File: config.mk
export PLATFORM = sky130hd
export DESIGN_NAME = keypad_scanner
export DESIGN_NICKNAME = d
export VERILOG_FILES = /design/src/rtl/keypad_scanner.sv
export SDC_FILE = /design/constraint.sdc
export NUM_CORES = 1
export LEC_CHECK = 0
export BUFFER_PORTS_ARGS = -buffer_cell sky130_fd_sc_hd__buf_2
export CAP_MARGIN = 20
export CORE_ASPECT_RATIO = 1.75
export CORE_MARGIN = 2
export CORE_UTILIZATION = 55
export CTS_CLUSTER_DIAMETER = 120
export CTS_CLUSTER_SIZE = 40
export DETAILED_ROUTE_END_ITERATION = 8
export PLACE_DENSITY = 0.71
export RECOVER_POWER = 100
export SLEW_MARGIN = 20
export SYNTH_ARGS = -nofsm -noshare
export SYNTH_HDL_FRONTEND = slang
export SYNTH_SLANG_ARGS = --single-unit
File: constraint.sdc
create_clock -name clock -period 4.88 [get_ports clock]
set_clock_uncertainty 0.05 [all_clocks]
set_input_delay 0.732 -clock clock [delete_from_list [all_inputs] [get_ports clock]]
set_output_delay 0.732 -clock clock [all_outputs]
set_load 0.01 [all_outputs]
File: src/rtl/keypad_scanner.sv
// 4x3 matrix keypad scanner: walks the rows, samples the columns, rejects
// multi-key and non-digit presses, and debounces the digit over whole frames.
module keypad_scanner #(
    parameter int SCAN_DIV       = 256,
    parameter int DEBOUNCE_SCANS = 4,
    parameter int NOKEY          = 10
) (
    input  logic       clock,
    input  logic       reset,
    input  logic [2:0] col,
    output logic [3:0] row,
    output logic [3:0] key,
    output logic       key_strobe
);
    localparam int DIV_W = $clog2(SCAN_DIV);
    localparam int CNT_W = $clog2(DEBOUNCE_SCANS + 1);
    localparam logic [DIV_W-1:0] DIV_LAST = DIV_W'(SCAN_DIV - 1);
    localparam logic [CNT_W-1:0] CNT_MAX  = CNT_W'(DEBOUNCE_SCANS);
    localparam logic [3:0]       NOKEY_C  = 4'(NOKEY);

    logic [2:0]       col_meta, col_sync;
    logic [DIV_W-1:0] div_cnt;
    logic [1:0]       row_idx;
    logic [1:0]       acc_cnt, acc_row, acc_col;
    logic [1:0]       merge_cnt, merge_row, merge_col;
    logic [3:0]       candidate;
    logic [CNT_W-1:0] stable_cnt;
    logic [3:0]       frame_code;
    logic             sample, frame_end;

    assign sample    = (div_cnt == DIV_LAST);
    assign frame_end = sample && (row_idx == 2'd3);

    // Fold this slot's closed switches into the frame accumulator.
    always_comb begin
        // NOTE: every output gets a default first so no path leaves a latch.
        merge_cnt = acc_cnt;
        merge_row = acc_row;
        merge_col = acc_col;
        if (sample) begin
            for (int c = 0; c < 3; c++) begin
                if (!col_sync[c]) begin
                    if (merge_cnt != 2'd2)
                        merge_cnt = merge_cnt + 2'd1;
                    merge_row = row_idx;
                    merge_col = 2'(c);
                end
            end
        end
    end

    // Only a single closed digit switch yields a key; '*' and '#' do not.
    always_comb begin
        frame_code = NOKEY_C;
        if (merge_cnt == 2'd1) begin
            if (merge_row != 2'd3)
                frame_code = {2'b00, merge_row} * 4'd3 + {2'b00, merge_col} + 4'd1;
            else if (merge_col == 2'd1)
                frame_code = 4'd0;
        end
    end

    always_ff @(posedge clock or posedge reset) begin
        if (reset) begin
            col_meta   <= 3'b111;
            col_sync   <= 3'b111;
            div_cnt    <= '0;
            row_idx    <= 2'd0;
            row        <= 4'b1110;
            acc_cnt    <= 2'd0;
            acc_row    <= 2'd0;
            acc_col    <= 2'd0;
            candidate  <= NOKEY_C;
            stable_cnt <= '0;
            key        <= NOKEY_C;
            key_strobe <= 1'b0;
        end else begin
            // NOTE: non-blocking updates keep every register order-independent.
            col_meta <= col;
            col_sync <= col_meta;

            if (sample) begin
                div_cnt <= '0;
                row_idx <= row_idx + 2'd1;
                row     <= {row[2:0], row[3]};
            end else begin
                div_cnt <= div_cnt + 1'b1;
            end

            if (frame_end) begin
                acc_cnt <= 2'd0;
                acc_row <= 2'd0;
                acc_col <= 2'd0;
                if (frame_code == candidate) begin
                    if (stable_cnt != CNT_MAX)
                        stable_cnt <= stable_cnt + 1'b1;
                end else begin
                    candidate  <= frame_code;
                    stable_cnt <= CNT_W'(1);
                end
            end else begin
                acc_cnt <= merge_cnt;
                acc_row <= merge_row;
                acc_col <= merge_col;
            end

            key_strobe <= 1'b0;
            if (stable_cnt == CNT_MAX && candidate != key) begin
                key        <= candidate;
                key_strobe <= (candidate != NOKEY_C);
            end
        end
    end
endmodule

==> impl_summary.log <==
[metrics] total length of routed wires: between 4000 and 5000 um
[metrics] Die Wd: approximately 50 um
[metrics] DRT Pass-1 Iters: 4
[metrics] post-synthesis share of cell area spent on full adders, half adders and majority gates: 0.08402
[metrics] first-pass GRT wire length: 7189 um
[metrics] remaining max-slew budget at the tightest pin: -0.3702
[metrics] start-to-end type of the worst setup path: reg2reg
[metrics] violations in the final reports: max-capacitance violations, max-slew violations
[metrics] area used by multi-input combinational logic: 1045 sq um
[metrics] count of unique library cells instantiated by Yosys: 48
[metrics] Worst Setup End Kind: register
[metrics] number of filler instances in the final layout: 314
[metrics] Fmax: 227.0 MHz
[metrics] cell area after synthesis: approximately 2100 sq um
[metrics] post-CTS setup-driven buffer insertion count: 0
[metrics] Nets: 240
[metrics] number of hold buffers added after CTS: 0
[metrics] critical path arrival: 4540 ps
[metrics] Sink Count: 38
[metrics] DP Wirelength: 3014 um
[metrics] cell chosen for the clock root: clkbuf_8
[metrics] period utilisation layout: 0.9025
[metrics] startpoint type of the worst setup path: register
[metrics] synthesized-area fraction occupied by and/or/nand/nor cells: 0.1651
[metrics] Worst Setup Slack post-DPL: ~400 ps
[metrics] portion of synthesized cell area occupied by the leading cell type: 0.2959
[metrics] vias post-DR: around 1500
[metrics] setup_tns: 0 ps
[metrics] ranking of synthesized cells by area: dfrtp_1 30%, dfstp_2 16%, ha_1 6.5%, nand2_1 5.7%, xor2_1 2.9%
[metrics] per-instance average area after synthesis: 10.26 sq um
[metrics] clock buffer count from CTS: 5
[metrics] maximum number of pins on one net before global-route repair: 39
[metrics] maximum clock path buffer count: 2
[metrics] Net Count, Synth: 224
[metrics] sequential-to-total area share from yosys stat: 0.4574
[metrics] area used by sequential logic in the layout: 967.2 sq um
[metrics] Global Route Usage Sum: 0.2192
[metrics] via count of the first global-routing pass: 1621
[metrics] top-level port count: 14
[metrics] Final GP Congestion: 0.8177
[metrics] final number of max-transition violations: 39
[metrics] number of failing hold endpoints at the final stage: 0
[metrics] number of setup violations in the final report: 0
[metrics] outcome: finished, violations left
[metrics] unrepaired setup endpoints after global routing: no
[metrics] layout cell share with drive strength beyond 1: 0.1704
[metrics] ANT nets after route: 0
[metrics] Iteration-0 DRC Markers: 34
[metrics] main combinational cell family by area after synthesis: simple AND/OR/NAND/NOR gates
[metrics] total of max-cap violations: 1
[metrics] average wire length per cell after detail routing: 15.03 um
[metrics] floorplan row count: 29
[metrics] number of synthesized register bits: 38
[metrics] area of the die: 4376 sq um
[metrics] class of the tightest hold or removal check: reg2reg
[metrics] power density over the cells: between 200 and 300 nW/um^2
[metrics] highest ir drop seen on vdd: roughly 0.00033 V
[metrics] core area: 3665 sq um
[metrics] final period demand of the worst path: 4404 ps
[metrics] area grow syn2layout: 10.47%
[metrics] xor/xnor cell area share of the yosys netlist: 0.05385
[metrics] number of antenna cells inserted: 0
[metrics] clock-pin slew reported for the worst setup and hold paths after clock tree synthesis: 80 ps
[metrics] yosys warns: 0
[metrics] starting density of the core: 0.5770
[metrics] post-synthesis compound-gate area fraction: 0.1604
[metrics] actual slew at the worst max-slew pin: 2055 ps
[metrics] clock latency reported for the late side of the worst-skew pair: approximately 300 ps
[metrics] mux contribution to synthesized area: 0.04142
[metrics] final worst-path setup slack: approximately 480 ps
[metrics] detailed-route DRC error count: 0
[metrics] Gate Count Post-Synth: just over 200
[metrics] maximum fanout count along the critical path: 6
[metrics] area leader, netlist: dfrtp_1
[metrics] clock tree from TritonCTS: done
[metrics] initial antenna violation count: 0
[metrics] detail-routed via count per cell: 5.647
[metrics] cell leakage power: around 1.1 nW
[metrics] count of input and output buffers: 13
[metrics] post-cts resize count: 0
[metrics] H-Tree Depth: 2
[metrics] Die Y: about 86 um
[metrics] aggregate global routing overflow: 0
[metrics] CP Data Required Time: approximately 5000 ps
cell usage after synthesis (all sizes together):
library cell / n
nand3: 9
a221o: 1
and3: 2
fa: 2
mux2i: 2
o221ai: 1
nand2b: 4
nand4: 1
o221a: 1
o21bai: 1
o211ai: 2
clkbuf: 4
inv: 15
a21boi: 3
o31a: 2
o31ai: 2
ha: 11
o21ai: 10
dfstp: 13
a211oi: 3
and3b: 1
buf: 2
nor4: 2
nor3: 5
xnor2: 6
and2: 2
xor2: 7
a21o: 3
nand2: 32
a311oi: 1
a21oi: 4
a31oi: 4
nor2: 13
dfrtp: 25
a211o: 1
or3: 1
o311ai: 1
and4: 1
mux2: 6
kinds of logic after synthesis:
| kind of cell | Yosys count |
|---|---|
| mux | 8 |
| xor+xnor | 13 |
| compound gates | 40 |
| flops | 38 |
| fa+ha+maj | 13 |
| buf+inv | 21 |
| simple gates | 73 |
final cells by class:
type                            instances  share of cell area
Tap cell                               46             0.02464
Clock inverter                          2             0.02571
Inverter                               15             0.02410
Multi-Input combinational cell        147              0.4472
Clock buffer                            6             0.03535
Timing Repair Buffer                   15             0.02892
Sequential cell                        38              0.4140
stage by stage:
| stage | power (W) | hold slack, ps | area, sq um | instances | util |
|---|---|---|---|---|---|
| after detailed placement | 0.0003468 | 297.8 | 2228 | 261 | 0.6081 |
| after CTS | 0.0006790 | 310.6 | 2371 | 269 | 0.6470 |
| final | 0.0006724 | 308.3 | 2336 | 269 | 0.6374 |
| after floorplan | 0.0003404 | 295.2 | 2115 | 206 | - |
| after global routing | 0.0006937 | 314.5 | 2336 | 269 | 0.6374 |
| after global placement | 0.0003458 | 296.3 | 2228 | 261 | 0.6081 |
cells in the final DEF (no fill, tap or decap), drive strengths merged, types with 3 or more instances in the layout:
cell,synthesis,layout
a21oi,4,4
dfstp,13,13
a21o,3,3
dfrtp,25,25
a31oi,4,4
xnor2,6,6
nand2,32,32
nand3,9,9
a21boi,3,3
nor2,13,13
buf,2,9
nor3,5,5
inv,15,15
nand2b,4,4
clkbuf,4,12
o21ai,10,10
xor2,7,7
ha,11,11
a211oi,3,3
mux2,6,6
path summary, 6_finish.rpt:
path / startpoint / to / slack (ps) / depth (start not counted)
max: div_cnt[0] / candidate[2] / 480 / 15
min: col_meta[2] / col_sync[2] / 310 / 0
max reg2reg: div_cnt[0] / candidate[2] / 480 / 15
min reg2reg: col_meta[2] / col_sync[2] / 310 / 0
max in group asynchronous: reset / acc_row[1] / 2490 / 3
min in group asynchronous: reset / stable_cnt[1] / 1110 / 3
where the power goes:
part,internal [W],switching [W]
sequential,0.000319,0.00000287
combinational,0.00000593,0.0000120
clock,0.000218,0.000114
critical path, stage by stage (launching register included):
cell and delay, ps:
dfrtp_1 400, ha_1 250, and4_1 330, nand2_1 120, a31oi_1 250, mux2_1 430, fa_1 590, inv_1 70
fa_1 440, xnor2_1 250, xnor2_1 150, nand3_1 90, a21oi_1 230, o311ai_4 140, o21ai_2 200, mux2_1 330
registers in the layout, indices dropped and copies added, names as in the netlist:
| name | cells |
|---|---|
| acc_cnt | 2 |
| acc_col | 2 |
| acc_row | 2 |
| candidate | 4 |
| col_meta | 3 |
| col_sync | 3 |
| div_cnt | 8 |
| key | 4 |
| key_strobe | 1 |
| row | 4 |
| row_idx | 2 |
| stable_cnt | 3 |
metal layers:
layer / wire length [um] / track usage / vias to the layer above
li1: - / - / 738
met5: 0 / 0 / -
met4: 65 / 0.09091 / 0
met1: 1567 / 0.2266 / 747
met3: 123 / 0.05401 / 6
met2: 2285 / 0.4079 / 28
Note: power is estimated with default switching activity, not from simulation.
